File: config.mk
export PLATFORM = sky130hd
export DESIGN_NAME = gray_to_bin_serial
export DESIGN_NICKNAME = d
export VERILOG_FILES = /design/src/rtl/gray_pkg.sv /design/src/rtl/gray_distance.sv /design/src/rtl/gray_to_bin_serial.sv
export SDC_FILE = /design/constraint.sdc
export NUM_CORES = 1
export LEC_CHECK = 0
export BUFFER_PORTS_ARGS = -buffer_cell sky130_fd_sc_hd__buf_2
export CAP_MARGIN = 40
export CORE_ASPECT_RATIO = 1.5
export CORE_UTILIZATION = 47
export DETAILED_ROUTE_END_ITERATION = 7
export PLACE_DENSITY = 0.74
export RECOVER_POWER = 50
export SLEW_MARGIN = 20
export SYNTH_ARGS = -nofsm -noshare
export SYNTH_HDL_FRONTEND = slang
export SYNTH_HIERARCHICAL = 1
export SYNTH_SLANG_ARGS = --single-unit
File: constraint.sdc
create_clock -name clk -period 1.9 [get_ports clk]
set_clock_uncertainty 0.2 [all_clocks]
set_input_delay 0 -clock clk [delete_from_list [all_inputs] [get_ports clk]]
set_output_delay 0 -clock clk [all_outputs]
set_load 0.03 [all_outputs]
File: src/rtl/gray_pkg.sv
// Shared definitions for the Gray-code decoding blocks: FSM state encodings
// and the supported word-width range.
package gray_pkg;

  // Encoding 2'd3 is unused and the FSM recovers from it to ST_IDLE.
  typedef enum logic [1:0] {
    ST_IDLE  = 2'd0,
    ST_SHIFT = 2'd1,
    ST_DONE  = 2'd2
  } state_t;

  // Supported range for the WIDTH parameter of the Gray blocks.
  localparam int WIDTH_MIN = 2;
  localparam int WIDTH_MAX = 16;

endpackage

File: src/rtl/gray_distance.sv
// Combinational Gray-step checker: gt1 is high when the two words differ in
// more than one bit, i.e. they are not the same code or adjacent codes.
module gray_distance #(
  parameter int WIDTH = 4
) (
  input  logic [WIDTH-1:0] a,
  input  logic [WIDTH-1:0] b,
  output logic             gt1
);

  localparam int CNT_W = $clog2(WIDTH + 1);

  logic [WIDTH-1:0] diff;
  logic [CNT_W-1:0] cnt;

  assign diff = a ^ b;

  // Population count of the differing bits.
  always_comb begin
    cnt = '0;
    for (int i = 0; i < WIDTH; i++) begin
      cnt = cnt + CNT_W'(diff[i]);
    end
  end

  assign gt1 = (cnt > CNT_W'(1));

endmodule

File: src/rtl/gray_to_bin_serial.sv
// Serial Gray-to-binary decoder. One Gray word is accepted over a valid/ready
// handshake and decoded MSB-first, one bit per clock. The binary result and a
// non-adjacent-step flag are held until the consumer takes them.
//
// Handshake: a transfer happens on a rising edge where valid and ready are
// both high; the producer holds its data stable while valid is high and ready
// is low, and ready never depends combinationally on valid.
module gray_to_bin_serial
  import gray_pkg::*;
#(
  parameter int WIDTH = 4
) (
  input  logic             clk,
  input  logic             rst,
  input  logic             in_valid,
  output logic             in_ready,
  input  logic [WIDTH-1:0] gray_in,
  output logic             out_valid,
  input  logic             out_ready,
  output logic [WIDTH-1:0] bin_out,
  output logic             adj_err,
  output logic             busy,
  output state_t           state
);

  localparam int IDX_W = $clog2(WIDTH);

  logic [IDX_W-1:0] idx;
  logic [WIDTH-1:0] gray_q;
  logic [WIDTH-1:0] prev_gray;
  logic             have_prev;
  logic             acc;
  logic             dist_gt1;
  logic             accept;
  logic             shift_bit;

  // Distance between the offered word and the last accepted word.
  gray_distance #(.WIDTH(WIDTH)) u_dist (
    .a   (gray_in),
    .b   (prev_gray),
    .gt1 (dist_gt1)
  );

  assign accept = in_valid & in_ready;

  // acc holds the previously decoded (more significant) binary bit, so
  // bin[idx] = bin[idx+1] ^ gray[idx]; it is 0 for the MSB, giving bin[MSB] = gray[MSB].
  assign shift_bit = acc ^ gray_q[idx];

  // Control FSM, decode shift and handshake outputs, all registered.
  always_ff @(posedge clk) begin
    if (rst) begin
      state     <= ST_IDLE;
      in_ready  <= 1'b1;
      out_valid <= 1'b0;
      busy      <= 1'b0;
      bin_out   <= '0;
      adj_err   <= 1'b0;
      idx       <= '0;
      gray_q    <= '0;
      prev_gray <= '0;
      have_prev <= 1'b0;
      acc       <= 1'b0;
    end else begin
      case (state)
        ST_IDLE: begin
          if (accept) begin
            gray_q    <= gray_in;
            idx       <= IDX_W'(WIDTH - 1);
            bin_out   <= '0;
            acc       <= 1'b0;
            adj_err   <= have_prev & dist_gt1;
            prev_gray <= gray_in;
            have_prev <= 1'b1;
            state     <= ST_SHIFT;
            in_ready  <= 1'b0;
            busy      <= 1'b1;
          end
        end
        ST_SHIFT: begin
          bin_out[idx] <= shift_bit;
          acc          <= shift_bit;
          if (idx == '0) begin
            state     <= ST_DONE;
            out_valid <= 1'b1;
          end else begin
            idx <= idx - IDX_W'(1);
          end
        end
        ST_DONE: begin
          if (out_ready) begin
            state     <= ST_IDLE;
            out_valid <= 1'b0;
            busy      <= 1'b0;
            in_ready  <= 1'b1;
          end
        end
        default: begin
          state     <= ST_IDLE;
          in_ready  <= 1'b1;
          out_valid <= 1'b0;
          busy      <= 1'b0;
        end
      endcase
    end
  end

endmodule
==> out/results.txt, run 1 <==
die extent in x: 38.17 µm
Routed WL: 1717 µm
type of the worst setup path: reg2reg
Startpoint Class: flip-flop
endpoint class of the critical path: flip-flop
Final Instance Area: 0.001124 mm²
status: finished clean
GR Overflow Total: 0
filler cell count in the final layout: 164
number of different library cells in the post-synthesis netlist: 28
TNS Setup: 0 ns
Final Instance Count excl. Fillers: 150
worst setup slack after placement: 0.1554 ns
headroom to the max-slew limit: 66.58%
clk slew on worst S/H paths: 0.11 ns
total of cells resized after clock tree synthesis: 0
clock insertion delay at the later pin of the skew report: 0.29 ns
estimated wirelength of the detail-placed design: 1212 µm
initial standard-cell utilization of the core: 50.38%
combined global-route utilization of all metal layers: 18.24%
dominant synthesized flop cell: dfxtp_1
number of antenna diodes: 0
# nets final: 143
internal power component: 0.6279 mW
number of buffers inserted during clock tree synthesis: 3
number of buffers on the longest clock path: 2
Post-Place Cells: 139
arrival time worst endpoint: 1.77 ns
Max Clock Freq: 566.8 MHz
clock tree from TritonCTS: built
vias per std cell: 5.240
count of flip-flops with a built-in enable after synthesis: 0
CTS root buffer: clkbuf_4
synthesis-to-finish area growth: 21.85%
proportion of netlist area held by the largest area contributor: 39.08%
Tcrit/Tclk final: 92.85%
Static Leak: 0.4430 nW
reported max-cap violation count: 0
ports placed on the boundary: 18
proportion of total power due to net switching: 30.86%
total power density per cell area: 808.3 mW/mm²
synthesized area per cell: 8.867 µm²
Design Power: 0.9082 mW
part of the total power dissipated in combinational logic: 24.7%
Yosys warning total: 6
share of flip-flops with an asynchronous set or reset: 0%
library cell occupying the most area in the post-synthesis netlist: dfxtp_1
largest net degree at the start of global routing: 22
clock sink total: 18
antenna viol nets, final: 0
number of max-slew violations in the final report: 0
post-synthesis register bit count: 18
DRC violations left: 0
antenna violations before repair: 0
min cycle time layout: 1.764 ns
Post-CTS Setup Inserts: 0
instance area at placement: 0.001028 mm²
first-pass GRT wire length: 2884 µm
Max VDD drop: 0.0005012 V
die span in y: 56.25 µm
Clock Power Share: 26.1%
Core Footprint: 0.001831 mm²
peak fanout along the critical path: 6
synth top area cells: dfxtp_1 39%, a21oi_1 5.4%, ha_1 5.4%, mux2i_1 4.3%, inv_1 4.1%
switching pwr: 0.2803 mW
Placement Rows: 19
number of DRC violations after detailed-routing iteration 0: 11
netlist area before placement: 922.1 µm²
post-synthesis sequential area ratio: 39.08%
placer's final routability congestion estimate: 0.6674
post-detailed-route wirelength per cell: 11.45 µm
# port buffers: 17
number of optimization iterations in the first detailed-route pass: 5
number of global-route vias before repair: 709
actual slew at the worst max-slew pin: 0.4944 ns
number of instances in the synthesized netlist: 104
Net Count, Synth: 117
sequential power share: 49.2%
final number of hold-violating endpoints: 0
share of post-route cells with drive strength above 1: 13.95%
setup violation total in the final timing report: 0
H-tree lvl count: 1
worst min-delay path category: reg2reg
CP required: 1.91 ns
least setup slack across all paths after layout: 0.1358 ns
total die area: 0.002147 mm²
routed via count: 786
setup repair after global routing missed its margin: false
## worst max-delay path: stages (launching register included)
cell	delay, ns
dfxtp_1	0.47
inv_1	0.10
ha_1	0.24
nor3b_1	0.38
nor3_1	0.08
a211oi_1	0.21
## power groups by stage
stage / clock, mW / sequential [mW] / combinational (mW)
3_3_place_gp: 0 / 0.453 / 0.213
5_1_grt: 0.260 / 0.455 / 0.248
6_report: 0.237 / 0.447 / 0.224
2_1_floorplan: 0 / 0.470 / 0.145
4_1_cts: 0.244 / 0.447 / 0.230
3_5_place_dp: 0 / 0.456 / 0.219
## metal layers
metal,vias to the layer above,routed length (µm),global-route usage (%)
met5,-,0,0
met4,0,17,6.122
met1,360,733,21.34
li1,409,-,-
met3,2,50,3.557
met2,15,916,31.48
## state kept, by name, indices dropped and copies added, names as in the netlist
signal	cells
bin_out	4
prev_gray	4
idx	2
state	2
acc	1
adj_err	1
busy	1
have_prev	1
in_ready	1
out_valid	1
## synth_stat cells, drive strengths merged, types with 3 or more instances
master  number
mux2i        5
nand2        9
clkbuf       4
o32ai        4
a21oi       10
xor2         4
nor2         8
ha           4
nand2b       4
dfxtp       18
inv         10
a211oi       3
## area by class of cell
| class | count | area [µm²] | area share [%] |
|---|---|---|---|
| clock buffers | 4 | 36.28 | 3.229 |
| inverters | 10 | 37.54 | 3.341 |
| multi-input cells | 71 | 504.2 | 44.88 |
| flip-flops and latches | 18 | 360.3 | 32.07 |
| well taps | 21 | 26.28 | 2.339 |
| repair buffers | 26 | 158.9 | 14.14 |
## final timing paths
check,start,to,slack (ns),cells past startpoint
setup / recovery,idx[0],idx[0],0.14,5
hold / removal,out_valid,out_valid,0.26,2
setup reg to reg,idx[0],idx[0],0.14,5
hold reg to reg,out_valid,out_valid,0.26,2
## placed cells by master, fill, tap and decap left out, drive strengths merged
cell type	n
o21ai	2
o21bai	1
nor3b	1
a21o	2
nand3	1
clkbuf	13
nor4b	1
nor2b	1
nor2	8
nor4bb	2
dfxtp	18
o311ai	1
nand3b	2
fa	1
nand2	9
inv	10
a211oi	3
ha	4
buf	10
nand2b	4
mux4	1
or2	2
a21oi	10
nor3	2
o32ai	4
dlygate4sd3	7
xor2	4
mux2i	5
## cell families (layout without fill, tap and decap cells)
family	after synthesis	in the layout	share of synthesized area [%]
and+or+nand+nor	33	33	18.86
AOI/OAI and AO/OA	23	23	16.15
DFF	18	18	39.08
buffers and inverters	15	40	6.241
muxes	6	6	8.276
adders and majority gates	5	5	7.599
xor gates and xnor gates	4	4	3.799
## repair_timing
action,in CTS,in global routing
hold buffers,7,0
hold endpoints to repair,15,0
endpoints found under the setup margin,0,0
## stage by stage
step           hold slack, ns  utilization (%)
2_1_floorplan        -0.05278                -
3_3_place_gp          0.06234            56.19
3_5_place_dp          0.07769            56.19
4_1_cts                0.2635            62.00
5_1_grt                0.3000            61.38
6_report               0.2593            61.38
Power figures use the tool's default switching activity.
==> run 2: changes to the inputs <==
--- a/config.mk
+++ b/config.mk
@@ -8,6 +8,7 @@
 export BUFFER_PORTS_ARGS = -buffer_cell sky130_fd_sc_hd__buf_2
 export CAP_MARGIN = 40
 export CORE_ASPECT_RATIO = 1.5
+export CORE_MARGIN = 5
 export CORE_UTILIZATION = 47
 export DETAILED_ROUTE_END_ITERATION = 7
 export PLACE_DENSITY = 0.74
==> out/results.txt, run 2 (synthesis results as in run 1) <==
status: finished clean (unchanged)
cells on worst reg2reg path: 3 (was 5)
clock sink total: 18 (unchanged)
DRC violations left: 0 (unchanged)
Final Instance Area: 0.001114 mm² (was 0.001124 mm²)
TNS Setup: 0 ns (unchanged)
number of buffers on the longest clock path: 2 (unchanged)
Largest regs: bin_out: 4 flops, prev_gray: 4 flops (unchanged)
critical path's slowest cell: mux4_2 (was dfxtp_1)
largest net degree at the start of global routing: 22 (unchanged)
CTS root buffer: clkbuf_4 (unchanged)
arrival time worst endpoint: 1.73 ns (was 1.77 ns)
Core Footprint: 0.001854 mm² (was 0.001831 mm²)
least setup slack across all paths after layout: 0.1405 ns (was 0.1358 ns)
critical-path cell list: mux4_2 > mux2i_2 > o32ai_1 (was inv_1 > ha_1 > nor3b_1 > nor3_1 > a211oi_1)
number of global-route vias before repair: 764 (was 709)
Worst R2R End: bin_out[1] (was idx[0])
endpoint class of the critical path: flip-flop (unchanged)
Routed WL: 1877 µm (was 1717 µm)
number of antenna diodes: 0 (unchanged)
number of buffers inserted during clock tree synthesis: 3 (unchanged)
peak fanout along the critical path: 6 (unchanged)
Top Family by Delay on Critical Path: multiplexers (was flip-flops)
# port buffers: 17 (unchanged)
vias per std cell: 5.315 (was 5.240)
first-pass GRT wire length: 3201 µm (was 2884 µm)
Placement Rows: 19 (unchanged)
Startpoint Class: flip-flop (unchanged)
worst setup slack after placement: 0.1276 ns (was 0.1554 ns)
crit path capture: bin_out[1] (was idx[0])
number of logic stages on the critical path including buffering: 3 (was 5)
ports placed on the boundary: 18 (unchanged)
Post-Place Cells: 139 (unchanged)
actual slew at the worst max-slew pin: 0.5457 ns (was 0.4944 ns)
setup repair after global routing missed its margin: false (unchanged)
min cycle time layout: 1.759 ns (was 1.764 ns)
placer's final routability congestion estimate: 0.7481 (was 0.6674)
Static Leak: 0.4336 nW (was 0.4430 nW)
number of DRC violations after detailed-routing iteration 0: 13 (was 11)
GR Overflow Total: 0 (unchanged)
post-layout utilization of the core: 60.05% (was 61.38%)
die span in y: 64.25 µm (was 56.25 µm)
synthesis-to-finish area growth: 20.76% (was 21.85%)
final number of hold-violating endpoints: 0 (unchanged)
clk slew on worst S/H paths: 0.09 ns (was 0.11 ns)
H-tree lvl count: 1 (unchanged)
routed via count: 792 (was 786)
share of post-route cells with drive strength above 1: 13.28% (was 13.95%)
Tcrit/Tclk final: 92.61% (was 92.85%)
setup violation total in the final timing report: 0 (unchanged)
initial standard-cell utilization of the core: 49.73% (was 50.38%)
Max Clock Freq: 568.3 MHz (was 566.8 MHz)
Final Instance Count excl. Fillers: 149 (was 150)
number of max-slew violations in the final report: 0 (unchanged)
clock tree from TritonCTS: built (unchanged)
most used cells in the layout excluding fill and tap cells: 18 x dfxtp_1, 10 x inv_1, 10 x a21oi_1, 10 x clkbuf_1, 9 x nand2_1 (was 18 x dfxtp_1, 10 x inv_1, 10 x a21oi_1)
instance area at placement: 0.001028 mm² (unchanged)
most frequent standard cell in the layout excluding fill and tap cells: dfxtp_1 (unchanged)
number of optimization iterations in the first detailed-route pass: 2 (was 5)
estimated wirelength of the detail-placed design: 1375 µm (was 1212 µm)
post-detailed-route wirelength per cell: 12.60 µm (was 11.45 µm)
longest individual stage delay on the worst path: 0.58 ns (was 0.47 ns)
CP required: 1.87 ns (was 1.91 ns)
Buf/Inv on CP: 0 (was 1)
headroom to the max-slew limit: 63.57% (was 66.58%)
clock insertion delay at the later pin of the skew report: 0.29 ns (about the same)
antenna viol nets, final: 0 (unchanged)
source of the worst register-to-register timing path: idx[0] (unchanged)
reported max-cap violation count: 0 (unchanged)
die extent in x: 46.17 µm (was 38.17 µm)
total die area: 0.002966 mm² (was 0.002147 mm²)
Max VDD drop: 0.0005728 V (was 0.0005012 V)
launching instance or port of the critical path: idx[0] (unchanged)
# nets final: 143 (unchanged)
type of the worst setup path: reg2reg (unchanged)
combined global-route utilization of all metal layers: 14.21% (was 18.24%)
worst min-delay path category: reg2reg (unchanged)
FF-to-FF setup slack: 0.14 ns (about the same)
antenna violations before repair: 0 (unchanged)
total power density per cell area: 774.6 mW/mm² (was 808.3 mW/mm²)
[run 2: cell types whose count changed in the layout (fill, tap and decap cells not counted), sizes merged]
cell,change
buf,-1
[run 2: report_power, final]
part	leakage, nW	internal (mW)	switching [mW]	total [mW]
registers	0.147	0.408	0.0403	0.448
logic	0.272	0.104	0.124	0.229
clock network	0.0138	0.0739	0.112	0.186
[run 2: repair_timing]
| item | in CTS | in global routing |
|---|---|---|
| hold buffers | 7 | 0 |
| gates resized for setup | 0 | 1 |
| buffers inserted | 0 | 0 |
| setup endpoints to repair | 0 | 2 |
| hold endpoints to repair | 15 | 0 |
[run 2: routing by layer]
metal | vias up | part of all wire, % | wire length (µm) | GRT usage (%)
li1 | 407 | - | - | -
met4 | 0 | 1.3 | 25 | 5.338
met5 | - | 0 | 0 | 0
met1 | 368 | 39 | 728 | 14.55
met3 | 2 | 4.4 | 83 | 2.528
met2 | 15 | 55 | 1039 | 26.55
[run 2: how the worst min path moves through the flow]
stage	from	to	slack, ns	cells after the start
after CTS	out_valid	out_valid	0.26	2
final	out_valid	out_valid	0.26	2
after global routing	out_valid	out_valid	0.29	2
after detailed placement	gray_in[1]	prev_gray[1]	0.07	3
after floorplan	gray_in[0]	prev_gray[0]	-0.05	2
after global placement	gray_in[3]	prev_gray[3]	0.06	3
[run 2: final cells by class]
type	instances	area, µm²
Timing Repair Buffer	26	157.7
Multi-Input combinational cell	71	509.2
Fill cell	177	740.7
Inverter	10	37.54
Tap cell	21	26.28
Clock buffer	3	22.52
Sequential cell	18	360.3
[run 2: through the flow]
step	hold slack, ns	total power [mW]
4_1_cts	0.2632	0.8712
2_1_floorplan	-0.05278	0.6156
3_5_place_dp	0.07490	0.6777
5_1_grt	0.2890	0.9258
3_3_place_gp	0.06204	0.6669
6_report	0.2583	0.8626
[run 2: tightest hold or removal path, stage by stage (launching register included)]
cell and delay [ns]:
dfxtp_1 0.32, nand2_1 0.05, a21oi_1 0.05
